`src/rtl/detector_pisca.sv`:
```
// Blink-line monitor: synchronizes led_in, measures period and high time in
// clock cycles, and flags a line that has stopped toggling.
module detector_pisca #(
    parameter int WIDTH   = 16,
    parameter int TIMEOUT = 1000
) (
    input  logic             clock,
    input  logic             reset_n,
    input  logic             led_in,
    output logic [WIDTH-1:0] periodo,
    output logic [WIDTH-1:0] alto,
    output logic             valido,
    output logic             parado,
    output logic             nivel
);

    // state  | meaning
    // ESPERA | idle, waiting for the first rise to arm a measurement
    // MEDE   | measuring, every rise reports one full period
    // PARADO | no edge for TIMEOUT cycles, last results held
    typedef enum logic [1:0] {
        ESPERA = 2'd0,
        MEDE   = 2'd1,
        PARADO = 2'd2
    } estado_t;

    localparam logic [WIDTH-1:0] ONE     = WIDTH'(1);
    localparam logic [WIDTH-1:0] MAX_CNT = '1;
    localparam logic [WIDTH-1:0] TO_LIM  = WIDTH'(TIMEOUT - 1);

    estado_t          state_q, state_d;
    logic             s1_q, s1_d;
    logic             s2_q, s2_d;
    logic             prev_q, prev_d;
    logic [WIDTH-1:0] cnt_q, cnt_d;
    logic [WIDTH-1:0] cnt_alto_q, cnt_alto_d;
    logic             fall_seen_q, fall_seen_d;
    logic [WIDTH-1:0] ocioso_q, ocioso_d;
    logic [WIDTH-1:0] periodo_q, periodo_d;
    logic [WIDTH-1:0] alto_q, alto_d;
    logic             valido_q, valido_d;
    logic             parado_q, parado_d;

    logic rise, fall, any_edge;

    function automatic logic [WIDTH-1:0] sat_inc(input logic [WIDTH-1:0] v);
        return (v == MAX_CNT) ? v : v + ONE;
    endfunction

    always_comb begin
        rise     = s2_q & ~prev_q;
        fall     = ~s2_q & prev_q;
        any_edge = rise | fall;

        s1_d        = led_in;
        s2_d        = s1_q;
        prev_d      = s2_q;
        state_d     = state_q;
        cnt_d       = rise ? ONE : sat_inc(cnt_q);
        cnt_alto_d  = cnt_alto_q;
        fall_seen_d = fall_seen_q;
        ocioso_d    = any_edge ? '0 : sat_inc(ocioso_q);
        periodo_d   = periodo_q;
        alto_d      = alto_q;
        valido_d    = 1'b0;
        parado_d    = parado_q;

        case (state_q)
            ESPERA: begin
                if (rise) begin
                    state_d     = MEDE;
                    fall_seen_d = 1'b0;
                end
            end
            MEDE: begin
                if (fall) begin
                    cnt_alto_d  = cnt_q;
                    fall_seen_d = 1'b1;
                end
                if (rise) begin
                    periodo_d   = cnt_q;
                    // No fall inside this period: the line stayed high throughout
                    alto_d      = fall_seen_q ? cnt_alto_q : cnt_q;
                    valido_d    = 1'b1;
                    fall_seen_d = 1'b0;
                end
            end
            PARADO: begin
                if (rise) begin
                    state_d     = MEDE;
                    parado_d    = 1'b0;
                    fall_seen_d = 1'b0;
                end else if (fall) begin
                    state_d  = ESPERA;
                    parado_d = 1'b0;
                end
            end
            default: state_d = ESPERA;
        endcase

        if (!any_edge && (ocioso_q == TO_LIM)) begin
            state_d  = PARADO;
            parado_d = 1'b1;
        end
    end

    always_ff @(posedge clock) begin
        if (!reset_n) begin
            state_q     <= ESPERA;
            s1_q        <= 1'b0;
            s2_q        <= 1'b0;
            prev_q      <= 1'b0;
            cnt_q       <= '0;
            cnt_alto_q  <= '0;
            fall_seen_q <= 1'b0;
            ocioso_q    <= '0;
            periodo_q   <= '0;
            alto_q      <= '0;
            valido_q    <= 1'b0;
            parado_q    <= 1'b0;
        end else begin
            state_q     <= state_d;
            s1_q        <= s1_d;
            s2_q        <= s2_d;
            prev_q      <= prev_d;
            cnt_q       <= cnt_d;
            cnt_alto_q  <= cnt_alto_d;
            fall_seen_q <= fall_seen_d;
            ocioso_q    <= ocioso_d;
            periodo_q   <= periodo_d;
            alto_q      <= alto_d;
            valido_q    <= valido_d;
            parado_q    <= parado_d;
        end
    end

    assign periodo = periodo_q;
    assign alto    = alto_q;
    assign valido  = valido_q;
    assign parado  = parado_q;
    assign nivel   = s2_q;

endmodule

```
`config.mk`:
```
export PLATFORM = sky130hd
export DESIGN_NAME = detector_pisca
export DESIGN_NICKNAME = d
export VERILOG_FILES = /design/src/rtl/detector_pisca.sv
export SDC_FILE = /design/constraint.sdc
export NUM_CORES = 1
export LEC_CHECK = 0
export ABC_CLOCK_PERIOD_IN_PS = 2200
export CORE_MARGIN = 4
export CORE_UTILIZATION = 56
export CTS_CLUSTER_DIAMETER = 60
export DETAILED_ROUTE_END_ITERATION = 16
export HOLD_SLACK_MARGIN = 0.08
export PLACE_DENSITY_LB_ADDON = 0.3
export SLEW_MARGIN = 40
export SYNTH_ARGS = -nofsm -noshare
export SYNTH_HDL_FRONTEND = slang
export SYNTH_SLANG_ARGS = --single-unit
export TNS_END_PERCENT = 30
```
`constraint.sdc`:
```
create_clock -name clock -period 2.2 [get_ports clock]
set_input_delay 0.44 -clock clock [delete_from_list [all_inputs] [get_ports clock]]
set_output_delay 0.44 -clock clock [all_outputs]
set_load 0.05 [all_outputs]
```
Word-level counts from Yosys, hierarchy flattened
Cells that the tools add are included.

word-level totals
  bits in registers = 88
  output and inout port bits = 35

operators by class
  $add $sub $neg = 2
  equal/unequal tests = 13
  mux-type cells = 17
  bitwise gates (word level) = 7
  reductions and logical operators = 17

operators by type and width
  kind                                              number
  adder 16 x 1 -> 16 bit (second input constant)    2
  == test 16 bit (second input constant)            2
  == test 16 x 10 -> 1 bit (second input constant)  1
  two-way mux 16 bit                                1
  two-way mux 1 bit                                 10
  != test 3 bit (second input constant)             3
  AND reduction 3 bit                               3
  two-way mux 2 bit                                 4
  AND reduction 2 bit                               4
  OR reduction 2 bit                                4
  != test 2 bit (second input constant)             3
  case mux 2 bit (3 select lines)                   1
  != test 4 bit (second input constant)             1
  NOT 1 bit                                         4
  nonzero test 2 bit                                2
  nonzero test 3 bit                                1
  bitwise AND 1 bit                                 2
  == test 2 x 1 -> 1 bit (second input constant)    1
  == test 2 bit (second input constant)             1
  logical NOT 2 bit                                 1
  != test 2 x 1 -> 1 bit (second input constant)    1
  case mux 1 bit (2 select lines)                   1
  logical AND 1 bit                                 1
  logical NOT 1 bit                                 1
  OR 1 bit                                          1

Longest topological paths before layout
  depth in word-level cells = 7
  depth in mapped cells = 8
  mapped depth without buffers = 6

Worst setup path after synthesis
Ideal clock, no wire load.

  kind = reg2reg
  start = reg s2_q (netlist: nivel)
  end = reg alto_q[5] (netlist: alto[5])
  library setup time = 0.116 ns
  arrival = 1.793 ns
  setup slack = 0.291 ns
  stages on the path, launching flop included = 8
  buffers on the path = 3
  period minus slack after synthesis = 1.909 ns
  path through = dfxtp_1 ha_1 clkbuf_1 and2_1 buf_2 buf_2 nand2_1 o211a_1

between the ends
  word-level cells in the longest chain between the ends = 2

ends and longest elaborated chain
  what                           line  RTL
  start: declaration             33    logic s2_q, s2_d;
  start signal: assignment       111   s2_q <= 1'b0;
  start signal: assignment       124   s2_q <= s2_d;
  bitwise AND 1 bit              51    rise = s2_q & ~prev_q;
  named net rise                 44    logic rise, fall, any_edge;
  AND reduction 2 bit (no line)  --
  end signal: assignment         131   alto_q <= alto_d;
  end: declaration               40    logic [WIDTH-1:0] alto_q, alto_d;

The timed path passes the listed nets, and every way through them passes these cells.
A chain may end at the register's enable or synchronous reset.

Worst setup path in the final report
  start = reg ocioso_q[0]
  end = reg ocioso_q[10]

between the ends
  word-level cells in the longest chain between the ends = 1
  elaborated cells on any way between the ends = 2

ends and longest elaborated chain
  what                                                      line  RTL
  start: declaration                                        38    logic [WIDTH-1:0] ocioso_q, ocioso_d;
  start signal: assignment                                  129   ocioso_q <= ocioso_d;
  adder 16 x 1 -> 16 bit or == test 16 bit (tied branches)  47    return (v == MAX_CNT) ? v : v + ONE;

Several ways; a longest one is shown, not always the timed one.

==> run summary <==
The flow ran to the end, and the final reports show no timing, DRC or antenna violations. The most critical setup path has its startpoint at ocioso_q[0]. The design area came out at 4520 um2. On the critical path, the stage with the largest delay is an instance of sky130_fd_sc_hd__o311ai_0. The number of buffers inserted to repair setup after CTS is 0.

The total cell area at the placement stage is 4270 um2. The number of synthesized register bits came out at 88. The tightest min-delay check is of the flip-flop to flip-flop type.

The ratio of cells with drive above 1 in the final layout came out at 0.0796. The worst pin sits at a relative slew slack of 0.626. For the pin with the worst max-slew slack, the measured transition is 0.560 ns. The critical path ends at ocioso_q[10]. The dominant cell type by area after synthesis is sky130_fd_sc_hd__dfxtp_1. The worst setup path is launched from a flip-flop. The biggest fanout along the worst timing path came out at 6.

Dividing the final minimum period by the clock period gives 0.907. The number of sinks driven by the clock tree came out at 88. Entering global routing, the biggest net connects slightly below 50 pins. The number of diodes added for antenna fixing came out at 0.

The number of nets in the finished design came out at 467. The first routing iteration left between 100 and 150 violations. The routed layout has 3191 vias. After clock tree synthesis, the clock-pin slew on the worst setup and hold paths is 0.09 ns. The detailed-route vias per instance came out at around 6. By count the netlist is led by sky130_fd_sc_hd__nand2_1, sky130_fd_sc_hd__dfxtp_1, sky130_fd_sc_hd__a21boi_0. The average detailed-routed wire length per instance is approximately 15 um. The xor and xnor fraction of the mapped netlist area came out at 0.0160.

The initial antenna violation count is 0. After detailed routing, the number of remaining DRC violations is 0. The cell row count is 29. Adding up every negative setup slack in the final design gives 0 ns. Of the total power, the clock network draws 0.439. The final hold violation count came out at 0.

The adder and majority cell fraction of the synthesized area is 0.0131. After synthesis, the cell types taking the most area are sky130_fd_sc_hd__dfxtp_1, sky130_fd_sc_hd__nand2_1, sky130_fd_sc_hd__a21boi_0. The number of max-slew violations in the final report came out at 0. The number of buffers inserted during clock tree synthesis is 9.

The combined global-route utilization of all metal layers is 0.207. Of the post-synthesis cell area, the dominant cell type holds 0.460. The compound-cell area share of the yosys netlist was 0.198.

The count of instances resized after the clock tree is built came out at 0. The tool flagged a number of max-cap violations equal to 0. After synthesis the cells add up to 3830 um2.

For this run, the top clock speed supported by timing is about 500 MHz. TritonCTS built the clock tree. For this run, the number of Yosys warnings is 0. Traced cell by cell, the critical path runs through ha_1 > nand3_1 > or2_2 > o311ai_0 > o41ai_1. The relative area change from synthesis to final layout came out at 18.2%. The worst hold path begins at s1_q. The internal power came out at approximately 2.4 mW. Setup repair after global routing left no endpoint under its margin.

The simple-gate portion of the synthesized area is 0.232. The die height is between 90 and 100 um. The wire-length estimate of the detail-placed layout is 5490 um. The endpoint kind of the worst setup timing path is a flip-flop. The data required time of the worst path came out at 2.41 ns. The final antenna-violating net count came out at 0. The share of total power dissipated in combinational logic is 0.043.

The most common cell in the synthesized netlist is sky130_fd_sc_hd__nand2_1. The number of fill cells came out at just under 500. 38 I/O pins were placed. The cell area power density is 691 nW/um2. In this run the number of H-tree levels came out at 3. The critical path arrival is 2.21 ns. The register-to-register path setup slack came out at 0.20 ns. The initial core utilization is 0.589. The worst-skew pair later-pin latency is 0.36 ns. The proportion of register bits with asynchronous set or reset after synthesis is 0. The endpoint identified for the worst register-to-register timing path is ocioso_q[10]. The setup-violating endpoint count in the final report is 0. The clock skew after layout came out at about 0.012 ns. The leakage power figure is 1.64 nW. The depth of the worst register-to-register path is 5. The sequential-to-total area share from yosys stat came out at 0.460. The first-pass iteration count of the detailed router came out at 5. The launch instance of the worst register-to-register path is ocioso_q[0]. After synthesis, the largest family of logic cells by area is simple AND/OR/NAND/NOR gates. For this design, the CTS-stage hold fixing added 0 buffers. The netlist uses 49 different library cells.

The number of instances in the synthesized netlist came out at 428. The die outline area is 8220 um2. The critical path is of the flip-flop to flip-flop type. For this run, the leading register cell type out of synthesis is sky130_fd_sc_hd__dfxtp_1. The switching power as a share of total power came out at 0.217. The via count of the first global-routing pass is 3011. The post-detailed-routing wire length is 8050 um. The synthesized net count came out at 435. The floorplan core area is around 6500 um2. The overflow left after global routing came out at 0. The power dissipated by switching net loads is 0.677 mW.

The congestion estimate from routability-driven global placement came to 0.891. The first global-routing pass estimated 14100 um of wire. The horizontal extent of the die came out at 90.7 um. On the worst path, the slowest cell contributes a delay of 0.46 ns.

The number of buffer cells added on primary ports came out at 37. The register share of total power is 0.518. The root cell of the clock tree is sky130_fd_sc_hd__clkbuf_8. The maximum buffer depth of the clock tree came out at 2. The mean instance size in the synthesized netlist came out at about 8.9 um2. The worst ir drop on vdd came out at 0.420 mV. Counting I/O delays and the setup requirement, the final critical path takes 2.00 ns. The multiplexer fraction of the synthesized cell area came out at 0.0419. The synthesized design contains 0 enable-type register cells.
per-layer routing:
layer / wire [um] / GRT usage / vias up
li1: - / - / 1591
met1: 3520 / 0.248 / 1500
met2: 4090 / 0.363 / 80
met3: 278 / 0.0350 / 20
met4: 161 / 0.0906 / 0
met5: 0 / 0 / -
layout by cell type, fill, tap and decap left out, types with 2 or more instances in the layout:
| cell | synthesis | routed |
|---|---|---|
| sky130_fd_sc_hd__a31oi_1 | 4 | 4 |
| sky130_fd_sc_hd__nand3_1 | 13 | 13 |
| sky130_fd_sc_hd__nor2b_1 | 3 | 3 |
| sky130_fd_sc_hd__o211a_1 | 17 | 17 |
| sky130_fd_sc_hd__clkdlybuf4s50_1 | 0 | 37 |
| sky130_fd_sc_hd__nand2_1 | 95 | 95 |
| sky130_fd_sc_hd__o31ai_1 | 5 | 5 |
| sky130_fd_sc_hd__inv_1 | 5 | 5 |
| sky130_fd_sc_hd__mux2i_1 | 16 | 16 |
| sky130_fd_sc_hd__xnor2_1 | 6 | 6 |
| sky130_fd_sc_hd__or2_2 | 2 | 2 |
| sky130_fd_sc_hd__nor3_1 | 5 | 5 |
| sky130_fd_sc_hd__buf_4 | 0 | 12 |
| sky130_fd_sc_hd__a21oi_1 | 16 | 16 |
| sky130_fd_sc_hd__nand2b_1 | 3 | 3 |
| sky130_fd_sc_hd__clkbuf_8 | 0 | 10 |
| sky130_fd_sc_hd__o41ai_1 | 3 | 3 |
| sky130_fd_sc_hd__ha_1 | 4 | 4 |
| sky130_fd_sc_hd__nor2_1 | 7 | 7 |
| sky130_fd_sc_hd__o311ai_0 | 3 | 3 |
| sky130_fd_sc_hd__nor4_1 | 8 | 8 |
| sky130_fd_sc_hd__or3_1 | 5 | 5 |
| sky130_fd_sc_hd__and2_1 | 7 | 7 |
| sky130_fd_sc_hd__clkinvlp_4 | 0 | 2 |
| sky130_fd_sc_hd__o211ai_1 | 4 | 4 |
| sky130_fd_sc_hd__a21boi_0 | 34 | 34 |
| sky130_fd_sc_hd__or4_1 | 5 | 5 |
| sky130_fd_sc_hd__nand4_1 | 8 | 8 |
| sky130_fd_sc_hd__bufinv_16 | 0 | 3 |
| sky130_fd_sc_hd__o21ai_0 | 11 | 11 |
| sky130_fd_sc_hd__a211oi_1 | 2 | 2 |
| sky130_fd_sc_hd__dfxtp_1 | 88 | 88 |
| sky130_fd_sc_hd__and3_1 | 4 | 4 |
critical path: cells and delay by family, from the launching register on:
kind                       cells  cell delay [ns]
AOI/OAI and AO/OA              2             0.64
and+or+nand+nor                2             0.58
DFF                            1             0.40
adders and majority gates      1             0.25
cells by family (layout without fill, tap and decap cells):
group | Yosys count | after routing
compound gates | 103 | 103
xor+xnor | 7 | 7
fa+ha+maj | 4 | 4
buf+inv | 34 | 71
flops | 88 | 88
mux | 16 | 16
simple gates | 176 | 176
state kept, by name (all words and copies together), names as in the netlist:
register	flops
valido	1
cnt_alto_q	16
parado	1
prev_q	1
alto	16
fall_seen_q	1
state_q	2
cnt_q	16
s1_q	1
periodo	16
ocioso_q	16
nivel	1
layout make-up:
type,count,area (um2),area share
clock buffers,10,138,0.0304
clock inverters,6,114,0.0252
inverters,5,18.8,0.00415
multi-input cells,306,1910,0.423
flip-flops and latches,88,1760,0.389
well taps,77,96.3,0.0213
repair buffers,50,480,0.106
worst min-delay path by stage:
stage                     to  slack (ns)  depth (start not counted)
2_1_floorplan          nivel        0.41                          1
3_3_place_gp           nivel        0.44                          1
3_5_place_dp           nivel        0.43                          1
4_1_cts                nivel        0.46                          1
5_1_grt        cnt_alto_q[8]        0.48                          2
6_report               nivel        0.46                          1
power groups by stage:
| stage | logic [mW] | clock network [mW] | registers, mW |
|---|---|---|---|
| global placement | 0.132 | 0 | 1.66 |
| CTS | 0.135 | 1.39 | 1.62 |
| global route | 0.149 | 1.46 | 1.62 |
| detailed placement | 0.135 | 0 | 1.66 |
| finish | 0.135 | 1.37 | 1.62 |
| floorplan | 0.0697 | 0 | 1.67 |
stage by stage:
| step | setup WS (ns) | cells | hold WS [ns] | power, mW | utilization |
|---|---|---|---|---|---|
| after floorplan | 0.291 | 428 | 0.412 | 1.74 | - |
| after global placement | 0.327 | 526 | 0.436 | 1.79 | 0.658 |
| after detailed placement | 0.250 | 526 | 0.431 | 1.79 | 0.658 |
| after CTS | 0.199 | 542 | 0.460 | 3.15 | 0.696 |
| after global routing | 0.0427 | 542 | 0.482 | 3.23 | 0.696 |
| final | 0.205 | 542 | 0.461 | 3.13 | 0.696 |
No activity file was read; power rests on OpenSTA's default activity.
